`src/rtl/mem_lsu.sv`:
```
// mem_lsu -- pipeline MEM-stage load/store unit with a simple req/ack data bus.
//
// Ports:
//   clk, rst                      clock, asynchronous active-low reset
//   ex_wd/ex_wreg/ex_wdata        destination info from the EX/MEM register
//   mem_op/mem_addr/mem_sdata     access code (0 none, 1 LB, 2 LBU, 3 LH, 4 LHU,
//                                 5 LW, 6 SB, 7 SH, 8 SW, 9-15 none), address, store data
//   flush                         discard the current instruction
//   mem_wd/mem_wreg/mem_wdata     result towards the MEM/WB register
//   stallreq                      freeze the pipeline while an access is pending
//   dbus_*                        data bus master side (big-endian byte lanes)
//   bus_err                       one-cycle pulse when the watchdog expires
//   misalign                      alignment fault (only with LSU_ALIGN_CHECK_EN)
//   lsu_state                     FSM state for observation (0 IDLE,1 BUSY,2 DONE,3 DRAIN)
//
// Bus handshake: dbus_req rises the edge after an access is accepted and the
// request fields stay stable until the edge at which dbus_ack=1 is sampled
// (or the watchdog expires); dbus_req drops at that same edge. Acks seen while
// no request is outstanding are ignored.
//
// Optional feature: define LSU_ALIGN_CHECK_EN to reject misaligned half/word accesses.
module mem_lsu (
  input  logic        clk,
  input  logic        rst,
  input  logic [4:0]  ex_wd,
  input  logic        ex_wreg,
  input  logic [31:0] ex_wdata,
  input  logic [3:0]  mem_op,
  input  logic [31:0] mem_addr,
  input  logic [31:0] mem_sdata,
  input  logic        flush,
  output logic [4:0]  mem_wd,
  output logic        mem_wreg,
  output logic [31:0] mem_wdata,
  output logic        stallreq,
  output logic        dbus_req,
  output logic        dbus_we,
  output logic [31:0] dbus_addr,
  output logic [3:0]  dbus_sel,
  output logic [31:0] dbus_wdata,
  input  logic        dbus_ack,
  input  logic [31:0] dbus_rdata,
  output logic        bus_err,
  output logic        misalign,
  output logic [1:0]  lsu_state
);

  typedef enum logic [1:0] {IDLE = 2'd0, BUSY = 2'd1, DONE = 2'd2, DRAIN = 2'd3} state_t;

  localparam logic [3:0] OP_LB  = 4'd1;
  localparam logic [3:0] OP_LBU = 4'd2;
  localparam logic [3:0] OP_LH  = 4'd3;
  localparam logic [3:0] OP_LHU = 4'd4;
  localparam logic [3:0] OP_LW  = 4'd5;
  localparam logic [3:0] OP_SB  = 4'd6;
  localparam logic [3:0] OP_SH  = 4'd7;
  localparam logic [3:0] OP_SW  = 4'd8;

  state_t      state, state_nxt;
  logic [7:0]  wdog;       // completed BUSY/DRAIN cycles without ack
  logic [3:0]  op_q;
  logic [1:0]  off_q;
  logic        timed_out;
  logic [31:0] load_data;

  logic        is_load, is_store, is_access, bad_align, launch, wdog_hit, op_q_load;
  logic [3:0]  sel_nxt;
  logic [31:0] wdata_nxt;

  // Pick the addressed lane (byte 0 is rdata[31:24]) and extend it.
  function automatic logic [31:0] extend_load(input logic [3:0] op, input logic [1:0] off,
                                              input logic [31:0] rd);
    logic [7:0]  b;
    logic [15:0] h;
    case (off)
      2'd0:    b = rd[31:24];
      2'd1:    b = rd[23:16];
      2'd2:    b = rd[15:8];
      default: b = rd[7:0];
    endcase
    h = off[1] ? rd[15:0] : rd[31:16];
    case (op)
      OP_LB:   extend_load = {{24{b[7]}}, b};
      OP_LBU:  extend_load = {24'd0, b};
      OP_LH:   extend_load = {{16{h[15]}}, h};
      OP_LHU:  extend_load = {16'd0, h};
      default: extend_load = rd;
    endcase
  endfunction

  assign is_load   = (mem_op >= OP_LB) && (mem_op <= OP_LW);
  assign is_store  = (mem_op >= OP_SB) && (mem_op <= OP_SW);
  assign is_access = is_load || is_store;
  assign op_q_load = (op_q >= OP_LB) && (op_q <= OP_LW);

`ifdef LSU_ALIGN_CHECK_EN
  assign bad_align = (((mem_op == OP_LH) || (mem_op == OP_LHU) || (mem_op == OP_SH)) && mem_addr[0]) ||
                     (((mem_op == OP_LW) || (mem_op == OP_SW)) && (mem_addr[1:0] != 2'd0));
`else
  assign bad_align = 1'b0;
`endif

  assign launch   = (state == IDLE) && is_access && !flush && !bad_align;
  // The 255th cycle without ack trips the watchdog.
  assign wdog_hit = (wdog == 8'd254) && !dbus_ack;

  // Lane select and replicated store data for the access being launched.
  always_comb begin
    sel_nxt   = 4'b1111;
    wdata_nxt = mem_sdata;
    case (mem_op)
      OP_LB, OP_LBU, OP_SB: begin
        sel_nxt   = 4'b1000 >> mem_addr[1:0];
        wdata_nxt = {4{mem_sdata[7:0]}};
      end
      OP_LH, OP_LHU, OP_SH: begin
        sel_nxt   = mem_addr[1] ? 4'b0011 : 4'b1100;
        wdata_nxt = {2{mem_sdata[15:0]}};
      end
      default: ;
    endcase
  end

  always_ff @(posedge clk or negedge rst) begin
    if (!rst) state <= IDLE;
    else      state <= state_nxt;
  end

  always_comb begin
    state_nxt = state;
    case (state)
      IDLE:  if (launch) state_nxt = BUSY;
      BUSY: begin
        if (flush)                     state_nxt = (dbus_ack || wdog_hit) ? IDLE : DRAIN;
        else if (dbus_ack || wdog_hit) state_nxt = DONE;
      end
      DONE:  state_nxt = IDLE;
      DRAIN: if (dbus_ack || wdog_hit) state_nxt = IDLE;
      default: state_nxt = IDLE;
    endcase
  end

  // Bus request registers, watchdog and captured load data.
  always_ff @(posedge clk or negedge rst) begin
    if (!rst) begin
      wdog       <= 8'd0;
      dbus_req   <= 1'b0;
      dbus_we    <= 1'b0;
      dbus_addr  <= 32'd0;
      dbus_sel   <= 4'd0;
      dbus_wdata <= 32'd0;
      bus_err    <= 1'b0;
      op_q       <= 4'd0;
      off_q      <= 2'd0;
      timed_out  <= 1'b0;
      load_data  <= 32'd0;
    end else begin
      bus_err <= 1'b0;
      case (state)
        IDLE: begin
          if (launch) begin
            dbus_req   <= 1'b1;
            dbus_we    <= is_store;
            dbus_addr  <= {mem_addr[31:2], 2'b00};
            dbus_sel   <= sel_nxt;
            dbus_wdata <= wdata_nxt;
            op_q       <= mem_op;
            off_q      <= mem_addr[1:0];
            wdog       <= 8'd0;
            timed_out  <= 1'b0;
          end
        end
        BUSY, DRAIN: begin
          if (dbus_ack) begin
            dbus_req  <= 1'b0;
            load_data <= extend_load(op_q, off_q, dbus_rdata);
          end else if (wdog_hit) begin
            dbus_req  <= 1'b0;
            bus_err   <= 1'b1;
            timed_out <= 1'b1;
          end else begin
            wdog <= wdog + 8'd1;
          end
        end
        default: ;
      endcase
    end
  end

  // Pipeline-facing outputs; everything reads zero while reset is held.
  always_comb begin
    mem_wd    = ex_wd;
    mem_wreg  = ex_wreg;
    mem_wdata = ex_wdata;
    stallreq  = 1'b0;
    misalign  = 1'b0;
    case (state)
      IDLE: begin
        if (flush) mem_wreg = 1'b0;
        if (is_access && !flush) begin
          if (bad_align) begin
            misalign = 1'b1;
            mem_wreg = 1'b0;
          end else begin
            stallreq = 1'b1;
            mem_wreg = 1'b0;
          end
        end
      end
      BUSY, DRAIN: begin
        stallreq = 1'b1;
        mem_wreg = 1'b0;
      end
      DONE: begin
        mem_wreg  = ex_wreg && !timed_out && !flush;
        mem_wdata = op_q_load ? load_data : ex_wdata;
      end
      default: ;
    endcase
    if (!rst) begin
      mem_wd    = 5'd0;
      mem_wreg  = 1'b0;
      mem_wdata = 32'd0;
      stallreq  = 1'b0;
      misalign  = 1'b0;
    end
  end

  assign lsu_state = state;

endmodule

```
`config.mk`:
```
export PLATFORM = sky130hd
export DESIGN_NAME = mem_lsu
export DESIGN_NICKNAME = d
export VERILOG_FILES = /design/src/rtl/mem_lsu.sv
export SDC_FILE = /design/constraint.sdc
export NUM_CORES = 1
export LEC_CHECK = 0
export CAP_MARGIN = 20
export CORE_MARGIN = 2
export CORE_UTILIZATION = 48
export CTS_CLUSTER_DIAMETER = 120
export CTS_CLUSTER_SIZE = 40
export DETAILED_ROUTE_END_ITERATION = 10
export PLACE_DENSITY = 0.87
export REMOVE_ABC_BUFFERS = 1
export SYNTH_ARGS = -nofsm -noshare
export SYNTH_HDL_FRONTEND = slang
export SYNTH_SLANG_ARGS = --single-unit
```
`constraint.sdc`:
```
create_clock -name clk -period 4.8 [get_ports clk]
set_input_delay 0.96 -clock clk [delete_from_list [all_inputs] [get_ports clk]]
set_output_delay 0.96 -clock clk [all_outputs]
set_load 0.005 [all_outputs]
```
# Word-level counts from Yosys, hierarchy flattened
# Index checks and enable logic that the tools add are counted.
# Widths: inputs -> output; s select.
# classes
n_addsub	1
order_cmp	6
n_eq_ne	23
n_shift	1
n_mux	38
reduce_logical	26
# ops
op	n
$pmux 32 s4	1
$mux 32	3
$pmux 32 s2	1
$mux 8	3
$pmux 8 s3	1
$eq 4x2->1 const B	4
$eq 4x3->1 const B	4
$mux 16	1
$pmux 8 s2	1
$mux 1	14
$mux 2	5
$ne 2x2->1 const B	5
$logic_and 1x1->1	9
$add 8x1->8 const B	1
$eq 4x1->1 const B	2
$eq 8x8->1 const B	1
$ge 4x1->1 const B	2
$le 4x3->1 const B	2
$pmux 2 s4	1
$pmux 4 s2	1
$reduce_and 4->1	2
$eq 2x2->1 const B	3
$ne 3x3->1 const B	2
$pmux 1 s2	3
other kinds (15)	23
# totals
reg_bits	118
in_bits	142
out_inout_bits	113
word_cells	107

# Depth between registers and ports, before layout
# depth
depth_word	7
ltp_mapped	8
ltp_nobuf	6

# Worst setup path before layout
# OpenSTA, ideal clock, no wires.
# synth_timing
path_type	in2out
startpoint	in mem_op[1]
endpoint	out stallreq
t_arrival_ns	1.989
required_ns	3.840
slack_ns	1.851
path_stages	5
path_buffers	2
path_cell_list	buf_2 -> o31ai_1 -> nand3_1 -> buf_2 -> a21boi_0
# synth_between
elab_chain_len	7
word_cells_on_any_way	11
cone_classes	4 x order compare; 3 x mux; 4 x reduce/logical
# synth_rtl
item	line	text
start, declared	28	input logic [3:0] mem_op,
$ge 4x1->1 (tied with other cells)	91	assign is_load = (mem_op >= OP_LB) && (mem_op <= OP_LW);
$logic_and 1x1->1, on equally long branches	91, 92	
$logic_or 1x1->1 (*)	93	assign is_access = is_load || is_store;
$logic_and 1x1->1 (*)	200	if (is_access && !flush) begin
$mux 1 (*)	200	
$pmux 1 s2 (*)	197	case (state)
$mux 1 (*)	220	if (!rst) begin
end, declared	35	output logic stallreq,
# Mark *: on every way between the ends. The rest lies on a longest branch, timed or not.

# Final worst setup path
# layout_timing
startpoint	in mem_op[3]
endpoint	out mem_wreg
# layout_between
elab_chain_len	7
word_cells_on_any_way	11
cone_classes	4 x order compare; 3 x mux; 4 x reduce/logical
# layout_rtl
item	line	text
$ge 4x1->1 (tied with other cells)	91	
$logic_and 1x1->1, on equally long branches	91, 92	
$logic_or 1x1->1 (*)	93	
$logic_and 1x1->1 (*)	200	
$mux 1 (*)	200	
$pmux 1 s3 (*)	197	
$mux 1 (*)	220	
end, declared	33	output logic mem_wreg,
# Marked as above.

==> metrics.cfg <==
[logic_synthesis]
synth_xor_area_share_pct = 0.548
syn_area_per_cell_um2 = 8.53
synth_compound_area_share_pct = 17.0
async_reset_ff_share_pct = 100
synth_cell_types = 55
yosys_warnings = 0
synth_flop_cell = dfrtp_1
synthCells = 749
synth_edf_count = 0
synth_top_family_by_area = simple AND/OR/NAND/NOR gates
synth-seq-cells = 118
yosysSeqAreaShare_pct = 46.2
synthMuxAreaShare_pct = 7.05
syn_area_um2 = 6390
synthSimpleGateAreaFrac_pct = 23.0
synth_fa_ha_area_share_pct = 0.392

[die]
core_area_um2 = 13100
pin_count = 255
die_x_um = 119
die_area_um2 = 14200
row_count = 42
die_h_um = 119
initial_utilization_pct = 48.6

[final_layout]
finish.utilization_pct = 71.5
antennaDiodeCount = 0
drive_gt1_share_pct = 7.54
nNetsFinal = 1115
fin_area_um2 = 9390
layout_commonest_cell = nand2_1
final_cell_mix = nand2_1 (270), clkdlybuf4s50_1 (250), dfrtp_1 (118), nor2_1 (47)
area_growth_pct = 47.1
fin_cells = 1158
nFillCells = 999

[clocking]
clockBufferDepth = 2
root_buffer = clkbuf_16
cts_setup_buffers = 0
hold_buffers = 0
cts.htree.levels = 4
cts_sinks = 118
postCtsResizedCells = 0
cts_tree = yes
clk_pin_slew_ns = 0.05
cts_buffers = 17
clkLatencyLatePin_ns = 0.41

[timing]
final.setup.tns_ns = 0
worst_slew_pin_slew_ns = 0.877
setup_viol = 0
finalCritPeriodShare_pct = 83.5
layout_min_cycle_time_ns = 4.01
final_hold_viol_count = 0
finClkSkew_ns = 0.00397
finalMaxSlewViolations = 0
relSlewSlack_pct = 41.2
fmax_mhz = 250
rsz0062_at_grt = no

[setup_path]
path_class = in -> out
arrival_ns = 3.05
crit_required_ns = 3.84
cp_cell_sequence = clkdlybuf4s50_1 > or4_4 > nand2_1 > o21ai_0 > nor4_1 > clkdlybuf4s50_1
crit_fanout = 9
crit_slowest_cell = clkdlybuf4s50_1
reg2reg_from = lsu_state[0]$_DFFE_PN0P_
cpPeakStageDelay_ns = 0.61
rr_worst_depth = 5
cp-startpoint = mem_op[3]
cp-start-kind = primary input
cpMostUsedCell = clkdlybuf4s50_1
crit_path_end_kind = output port

[flow_run]
drv_cap = 0

[placed_design]
port_buffers = 251
routabilityCongestion = 0.854
place_area_um2 = 8890
place_hpwl_mm = 13.7
dp_cells = 1128

[pwr]
power_leakage_nw = 4.06
p_total_mw = 4.09
power_density_nw_per_um2 = 435
peakVddDrop_v = 0.000272

[hold_path]
hold_depth = 2
hold_path_class = reg -> reg
min_from = dbus_addr[31]$_DFFE_PN0P_

[detailed_routing]
dr.first_iter.drc_count = 381
drt_first_pass_iters = 5
drc = 0
routed_wl_mm = 19.7
via_count = 6307
via_per_inst = 5.45
post_drt_wl_per_cell_um = 17.0
final_antenna_net_count = 0

[grt]
overflow = 0
grt_usage_pct = 28.5
grt_max_degree = 90
antenna_found_initial = 0
grt_pass1_wl_mm = 32.2
first_global_vias = 6362

[run_status]
outcome = finished, final reports clean

-- cells in the mapped netlist, types with 9 or more instances --
| library cell | n | area share (%) |
|---|---|---|
| a21boi_0 | 33 | 3.9 |
| a21oi_1 | 20 | 1.6 |
| a22oi_1 | 24 | 2.8 |
| a31oi_1 | 21 | 2.1 |
| buf_2 | 20 | 1.6 |
| buf_4 | 9 | 1.1 |
| clkbuf_1 | 23 | 1.4 |
| dfrtp_1 | 118 | 46 |
| mux2_2 | 16 | 2.8 |
| mux2i_1 | 9 | 1.4 |
| nand2_1 | 270 | 16 |
| nor2_1 | 47 | 2.8 |
| o21ai_0 | 33 | 2.6 |
-- metrics by stage --
stage,hold slack [ns],setup slack (ns)
floorplan,0.467,0.781
detailed placement,0.462,0.779
global route,0.499,0.475
finish,0.472,0.793
CTS,0.475,0.717
global placement,0.457,0.818
-- report_power, final --
| group | internal (mW) | switching, mW |
|---|---|---|
| clock network | 0.659 | 0.446 |
| logic | 0.782 | 0.625 |
| registers | 1.34 | 0.241 |
-- final timing paths --
check / slack [ns] / endpoint
min reg2reg: 0.47 / dbus_addr[31]$_DFFE_PN0P_
min: 0.47 / dbus_addr[31]$_DFFE_PN0P_
max: 0.79 / mem_wreg
max in group asynchronous: 3.16 / dbus_addr[18]$_DFFE_PN0P_
max reg2reg: 2.14 / dbus_wdata[28]$_DFFE_PN0P_
min in group asynchronous: 0.55 / load_data[5]$_DFFE_PN0P_
-- registers in the layout, indices dropped and copies added, names as in the netlist --
name and cells:
wdog 8, dbus_we 1, dbus_wdata 32, op_q 4, dbus_req 1, timed_out 1
off_q 2, load_data 32, lsu_state 2, dbus_sel 4, bus_err 1, dbus_addr 30
-- area by class of cell --
class | instances | area (um2) | share of cell area [%]
Multi-Input combinational cell | 565 | 3080 | 32.8
Sequential cell | 118 | 2950 | 31.4
Timing Repair Buffer | 261 | 2600 | 27.7
Clock buffer | 20 | 447 | 4.76
Tap cell | 176 | 220 | 2.34
Clock inverter | 10 | 60.1 | 0.639
Inverter | 8 | 30.0 | 0.320
-- critical path: cells and delay by family --
family,cells,cell delay [ns]
compound gates,1,0.09
buf+inv,2,1.15
simple gates,3,0.84
-- kinds of logic (layout without fill, tap and decap cells) --
kind of cell             Yosys count  count (layout)
multiplexers                      33              33
AND/OR/NAND/NOR                  358             358
AO/OA/AOI/OAI                    165             165
buffers and inverters             68             299
other                              1               3
flip-flops                       118             118
adder cells (fa/ha/maj)            2               2
XOR/XNOR                           4               4
-- layer usage --
metal / wire, um / share of wire, % / vias to the layer above / global-route usage, %
met3: 2110 / 11 / 34 / 11.0
met5: 0 / 0 / - / 0
met1: 7860 / 40 / 2987 / 34.7
met2: 9310 / 47 / 313 / 46.8
li1: - / - / 2973 / -
met4: 418 / 2.1 / 0 / 9.04
(Power assumes the default switching activity.)
